File: src/rtl/dram_arb_pkg.sv
// ---------------------------------------------------------------------------
// dram_arb_pkg
// Shared types and defaults for the DRAM port arbiter.
//   arb_state_t : arbiter FSM states
//   owner_t     : requester encoding (also the round-robin index)
//   DEFAULT_BURST_LEN : beats per transaction (one cache line)
//   NUM_REQ     : number of requesters feeding the round-robin pick
// ---------------------------------------------------------------------------
package dram_arb_pkg;

  typedef enum logic [1:0] {
    IDLE      = 2'd0,
    BURST_I   = 2'd1,
    BURST_D   = 2'd2,
    WAIT_DROP = 2'd3
  } arb_state_t;

  // The encoding doubles as the requester index into the round-robin pick.
  typedef enum logic {
    OWN_I = 1'b0,
    OWN_D = 1'b1
  } owner_t;

  localparam int unsigned DEFAULT_BURST_LEN = 8;
  localparam int unsigned NUM_REQ           = 2;

endpackage

File: src/rtl/dram_arb_rr_pick.sv
// ---------------------------------------------------------------------------
// dram_arb_rr_pick
// Combinational N-way round-robin pick. The search starts at the requester
// just after `last` and wraps, so the previous owner has the lowest priority.
//   req   : request vector, one bit per requester
//   last  : index of the previous owner
//   found : at least one request is pending
//   pick  : index of the selected requester (holds `last` when none pending)
// ---------------------------------------------------------------------------
module dram_arb_rr_pick #(
  parameter  int unsigned N     = 2,
  localparam int unsigned IDX_W = (N > 1) ? $clog2(N) : 1
) (
  input  logic [N-1:0]     req,
  input  logic [IDX_W-1:0] last,
  output logic             found,
  output logic [IDX_W-1:0] pick
);

  logic [IDX_W-1:0] cand;

  always_comb begin
    found = 1'b0;
    pick  = last;
    cand  = last;
    for (int unsigned k = 1; k <= N; k++) begin
      cand = IDX_W'((32'(last) + k) % N);
      if (!found && req[cand]) begin
        found = 1'b1;
        pick  = cand;
      end
    end
  end

endmodule

File: src/rtl/dram_arbiter.sv
// ---------------------------------------------------------------------------
// dram_arbiter
// Shares the single DRAM port between the instruction cache (read-only line
// fills) and the data cache (fills and write-backs). One requester owns the
// port for a whole BURST_LEN-beat burst; afterwards the arbiter waits for the
// owner to drop its request before re-arbitrating.
//
// Ports:
//   CLK, RESET            clock, synchronous active-high reset
//   I_req, I_req_addr     instruction-cache fill request and line address
//   I_grant, I_data, I_valid   instruction-cache ownership and read beats
//   D_req, D_we, D_req_addr    data-cache request, direction, line address
//   D_wdata, D_wdata_pop       write-back beat and its accept strobe
//   D_grant, D_data, D_valid   data-cache ownership and read beats
//   MEM_req, MEM_we, MEM_addr, MEM_wdata   DRAM transaction side
//   MEM_rdata, MEM_valid       DRAM read data / per-beat handshake
//   err_stray             sticky: MEM_valid seen with no burst active
// ---------------------------------------------------------------------------
module dram_arbiter
  import dram_arb_pkg::*;
#(
  parameter int unsigned ADDR_W    = 32,
  parameter int unsigned DATA_W    = 32,
  parameter int unsigned BURST_LEN = DEFAULT_BURST_LEN
) (
  input  logic              CLK,
  input  logic              RESET,
  input  logic              I_req,
  input  logic [ADDR_W-1:0] I_req_addr,
  output logic              I_grant,
  output logic [DATA_W-1:0] I_data,
  output logic              I_valid,
  input  logic              D_req,
  input  logic              D_we,
  input  logic [ADDR_W-1:0] D_req_addr,
  input  logic [DATA_W-1:0] D_wdata,
  output logic              D_wdata_pop,
  output logic              D_grant,
  output logic [DATA_W-1:0] D_data,
  output logic              D_valid,
  output logic              MEM_req,
  output logic              MEM_we,
  output logic [ADDR_W-1:0] MEM_addr,
  output logic [DATA_W-1:0] MEM_wdata,
  input  logic [DATA_W-1:0] MEM_rdata,
  input  logic              MEM_valid,
  output logic              err_stray
);

  // One extra bit so the counter never wraps before the terminal compare.
  localparam int unsigned      CNT_W     = $clog2(BURST_LEN) + 1;
  localparam logic [CNT_W-1:0] LAST_BEAT = CNT_W'(BURST_LEN - 1);

  arb_state_t       state;
  logic [CNT_W-1:0] beat_cnt;
  owner_t           last_owner;

  logic             pick_found;
  logic [0:0]       pick_idx;
  owner_t           pick_owner;
  logic             owner_req;

  dram_arb_rr_pick #(
    .N (NUM_REQ)
  ) u_rr_pick (
    .req   ({D_req, I_req}),
    .last  (last_owner),
    .found (pick_found),
    .pick  (pick_idx)
  );

  assign pick_owner = owner_t'(pick_idx);

  // In WAIT_DROP last_owner already names the owner of the finished burst.
  assign owner_req = (last_owner == OWN_I) ? I_req : D_req;

  always_ff @(posedge CLK) begin
    if (RESET) begin
      state      <= IDLE;
      beat_cnt   <= '0;
      last_owner <= OWN_D;
      I_grant    <= 1'b0;
      D_grant    <= 1'b0;
      MEM_req    <= 1'b0;
      MEM_we     <= 1'b0;
      MEM_addr   <= '0;
      err_stray  <= 1'b0;
    end else begin
      if (MEM_valid && (state == IDLE || state == WAIT_DROP)) begin
        err_stray <= 1'b1;
      end

      case (state)
        IDLE: begin
          if (pick_found) begin
            beat_cnt <= '0;
            MEM_req  <= 1'b1;
            if (pick_owner == OWN_I) begin
              state    <= BURST_I;
              I_grant  <= 1'b1;
              MEM_addr <= I_req_addr;
              MEM_we   <= 1'b0;
            end else begin
              state    <= BURST_D;
              D_grant  <= 1'b1;
              MEM_addr <= D_req_addr;
              MEM_we   <= D_we;
            end
          end
        end

        // The owner's request is not looked at here: a mid-burst drop is
        // ignored and the burst runs to completion.
        BURST_I, BURST_D: begin
          if (MEM_valid) begin
            if (beat_cnt == LAST_BEAT) begin
              state      <= WAIT_DROP;
              MEM_req    <= 1'b0;
              MEM_we     <= 1'b0;
              beat_cnt   <= '0;
              last_owner <= (state == BURST_I) ? OWN_I : OWN_D;
            end else begin
              beat_cnt <= beat_cnt + CNT_W'(1);
            end
          end
        end

        WAIT_DROP: begin
          if (!owner_req) begin
            state   <= IDLE;
            I_grant <= 1'b0;
            D_grant <= 1'b0;
          end
        end

        default: state <= IDLE;
      endcase
    end
  end

  // Beat steering: only the current owner sees data or strobes; everything
  // is forced to zero outside a matching burst.
  logic rd_i;
  logic rd_d;
  logic wr_d;

  always_comb begin
    rd_i = (state == BURST_I);
    rd_d = (state == BURST_D) && !MEM_we;
    wr_d = (state == BURST_D) &&  MEM_we;

    I_data      = rd_i ? MEM_rdata : '0;
    I_valid     = rd_i && MEM_valid;
    D_data      = rd_d ? MEM_rdata : '0;
    D_valid     = rd_d && MEM_valid;
    MEM_wdata   = wr_d ? D_wdata : '0;
    D_wdata_pop = wr_d && MEM_valid;
  end

endmodule

File: config.mk
export PLATFORM = sky130hd
export DESIGN_NAME = dram_arbiter
export DESIGN_NICKNAME = d
export VERILOG_FILES = /design/src/rtl/dram_arb_pkg.sv /design/src/rtl/dram_arb_rr_pick.sv /design/src/rtl/dram_arbiter.sv
export SDC_FILE = /design/constraint.sdc
export NUM_CORES = 1
export LEC_CHECK = 0
export ABC_CLOCK_PERIOD_IN_PS = 5500
export CAP_MARGIN = 20
export CORE_MARGIN = 10
export CORE_UTILIZATION = 33
export CTS_BUF_LIST = sky130_fd_sc_hd__clkbuf_16
export DETAILED_ROUTE_END_ITERATION = 10
export GPL_TIMING_DRIVEN = 0
export HOLD_SLACK_MARGIN = 0.12
export PLACE_DENSITY = 0.95
export SETUP_SLACK_MARGIN = 0.1
export SLEW_MARGIN = 20
export SYNTH_ARGS = -nofsm -noshare
export SYNTH_HDL_FRONTEND = slang
export SYNTH_HIERARCHICAL = 1
export SYNTH_SLANG_ARGS = --single-unit
File: constraint.sdc
create_clock -name CLK -period 5.5 [get_ports CLK]
set_clock_uncertainty 0.15 [all_clocks]
set_input_delay 1.1 -clock CLK [delete_from_list [all_inputs] [get_ports CLK]]
set_output_delay 1.1 -clock CLK [all_outputs]
set_load 0.1 [all_outputs]
==> summary.md <==
| Metric | Value |
|---|---|
| Run status | `completed` |
| Antenna cells | `0` |
| Die Area | `roughly 12000 µm²` |
| Critical path fanouts, max | `10` |
| Post-synthesis cell type count | `33` |
| Maximum root-to-sink buffer count | `2` |
| Peak VDD IR | `around 350 µV` |
| Syn_nets | `~480` |
| Final net count | `between 700 and 800` |
| WHS Path Cells | `2` |
| Worst skew pair latency | `about 0.29 ns` |
| Synthesis-to-finish area growth | `106.0%` |
| Layout Utilization | `a little over two thirds` |
| GRT Total Usage | `between 20% and 30%` |
| DP Worst Slack | `1.310 ns` |
| Pwr dens | `around 620 nW/µm²` |
| GRT overflow | `0` |
| Max-Cap Viols | `0` |
| Top post-synthesis cells by area | `dfxtp_1, and2_1, mux2i_1, a211oi_1, and3_1` |
| Largest net degree at the start of global routing | `13` |
| Drt via density | `around 4.9` |
| Buffers on Ports | `about 270` |
| Post-synthesis sequential area ratio | `around a third` |
| Initial DRC Count | `144` |
| Vias | `between 3000 and 4000` |
| Final period util | `about four fifths` |
| Final setup fails | `0` |
| Worst relative slew slack | `slightly below 30%` |
| H-tree Lvls | `2` |
| Leakage Power | `between 2 and 2.5 nW` |
| Root Driver | `clkbuf_16` |
| RD Place Congestion | `about 1` |
| Global-route wire length before repair | `21910 µm` |
| Die width | `roughly 110 µm` |
| Total power | `approximately 0.0035 W` |
| CTS Buf Count | `5` |
| Unrepaired setup endpoints after global routing | `no` |
| Hold_buf cts | `0` |
| Initial Utilization | `between 30% and 40%` |
| Share of cells above drive strength 1 | `3.263%` |
| F_max | `0.2293 GHz` |
| Pins Over Slew Limit | `0` |
| Initial antenna violation count | `0` |
| #FFs+latches synth | `44` |
| Fillcell total | `roughly 640` |
| WS Path Type | `flop to output pin` |
| Commonest cells after routing, fill and taps aside | `clkdlybuf4s50_1, and2_1, dfxtp_1` |
| Setup crit end kind | `output pin` |
| Synth Area per Inst | `approximately 8.2 µm²` |
| IO Pins | `270` |
| Most common cell after layout, fill and taps aside | `clkdlybuf4s50_1` |
| WP data required | `4.25 ns` |
| Dpl cells | `slightly above 700` |
| Hpwl dp | `12760 µm` |
| CTS Sinks | `44` |
| Post-CTS setup buffers | `0` |
| Vias in the first global route | `about 3600` |
| Final Non-Filler Cells | `just over 700` |
| Rows | `33` |
| R2R cell count | `6` |
| Syn Inst Count | `between 300 and 400` |
| CTS resizes | `0` |
| Post-route antenna net violation count | `0` |
| CTS tree | `built` |
| Worst Tran Pin Value | `around 1.1 ns` |
| Hold Path Class | `flop to flop` |
| DRC viols | `0` |
| Startpoint Class | `flop` |
| Synth warnings | `6` |
| WL/cell | `~21 µm` |
| PnR worst setup slack | `between 1 and 1.5 ns` |
| Final WL | `approximately 15000 µm` |
| Chip Height | `111.7 µm` |
| Setup Total Neg Slack | `0 ns` |
| Crit path DAT | `3.11 ns` |
| Area of the mapped netlist | `~2800 µm²` |
| Yosys top cell by area | `dfxtp_1` |
| Top cell type's share of synthesized area | `31.74%` |
| DR pass1 iterations | `4` |
| Fin crit period | `4.360 ns` |
| Clock Pin Slew Worst Setup and Hold Paths | `approximately 0.060 ns` |
| Final hold viol count | `0` |
| CORE AREA | `between 8000 and 9000 µm²` |
==> path summary, 6_finish.rpt <==
kind | from | to | slack (ns)
worst min register to register | err_stray$_SDFFE_PP0P_ | err_stray$_SDFFE_PP0P_ | 0.32
worst min-delay path | err_stray$_SDFFE_PP0P_ | err_stray$_SDFFE_PP0P_ | 0.32
worst max-delay path | state[0]$_SDFFE_PP0P_ | D_data[1] | 1.14
worst max register to register | state[0]$_SDFFE_PP0P_ | MEM_req$_SDFFE_PP0P_ | 3.49
==> cell type report <==
class                           instances  area [µm²]  area share (%)
Timing Repair Buffer                  267        2673           46.76
Multi-Input combinational cell        258        1742           30.47
Sequential cell                        44       880.8           15.41
Tap cell                              105       131.4           2.299
Buffer                                 30       130.1           2.277
Clock buffer                            5       125.1           2.189
Inverter                                6       22.52          0.3940
Clock inverter                          3       11.26          0.1970
==> per-layer routing <==
metal	up-vias	wire length, µm	GRT usage [%]
li1	1719	-	-
met1	1606	5324	22.23
met2	180	7767	41.69
met3	12	1522	8.052
met4	0	188	4.370
met5	-	0	0
==> power breakdown <==
part           internal [W]  switching [W]
combinational      0.000654        0.00209
clock              0.000163       0.000117
sequential         0.000427      0.0000649
total               0.00124        0.00228
==> flip-flops by register name, indices dropped and copies added (netlist names) <==
| name | count |
|---|---|
| I_grant | 1 |
| MEM_req | 1 |
| beat_cnt | 4 |
| MEM_we | 1 |
| D_grant | 1 |
| last_owner | 1 |
| MEM_addr | 32 |
| state | 2 |
| err_stray | 1 |
==> per-stage QoR <==
step	area, µm²	hold slack [ns]
after floorplan	2775	0.3107
after global placement	5579	0.3125
final	5715	0.3195
after global routing	5715	0.3617
after detailed placement	5579	0.3074
after CTS	5715	0.3221
==> synth_stat cells <==
cell type,instances
and3_1,33
nand3_1,3
dfxtp_1,44
nor2_1,39
or2_2,1
nand4b_1,3
a211o_2,1
or3_1,2
buf_2,7
clkbuf_2,1
a21o_1,1
or2_1,1
o211ai_1,1
or3b_2,1
nand2_1,4
and3b_1,1
buf_4,2
a21oi_1,8
ha_1,6
inv_1,6
o21ai_0,7
nand4_1,1
a31oi_1,1
nand2b_1,3
and2_1,68
mux2i_1,34
buf_1,2
clkbuf_1,18
mux2_4,1
nor2b_1,2
a221oi_4,1
a311oi_1,1
a211oi_1,34
==> cell families (layout without fill, tap and decap cells) <==
family	after synthesis	count (layout)	share of synthesized area [%]
buf+inv	36	311	5.500
compound gates	55	55	14.29
flops	44	44	31.74
simple gates	162	162	32.96
mux	35	35	12.80
fa+ha+maj	6	6	2.705
==> critical path: stages, from the launching register on <==
cell	delay, ns
dfxtp_1	0.34
inv_1	0.11
ha_1	0.31
nor2b_1	0.40
clkbuf_1	0.31
and2_1	0.17
clkdlybuf4s50_1	1.17
Power figures use the tool's default switching activity.
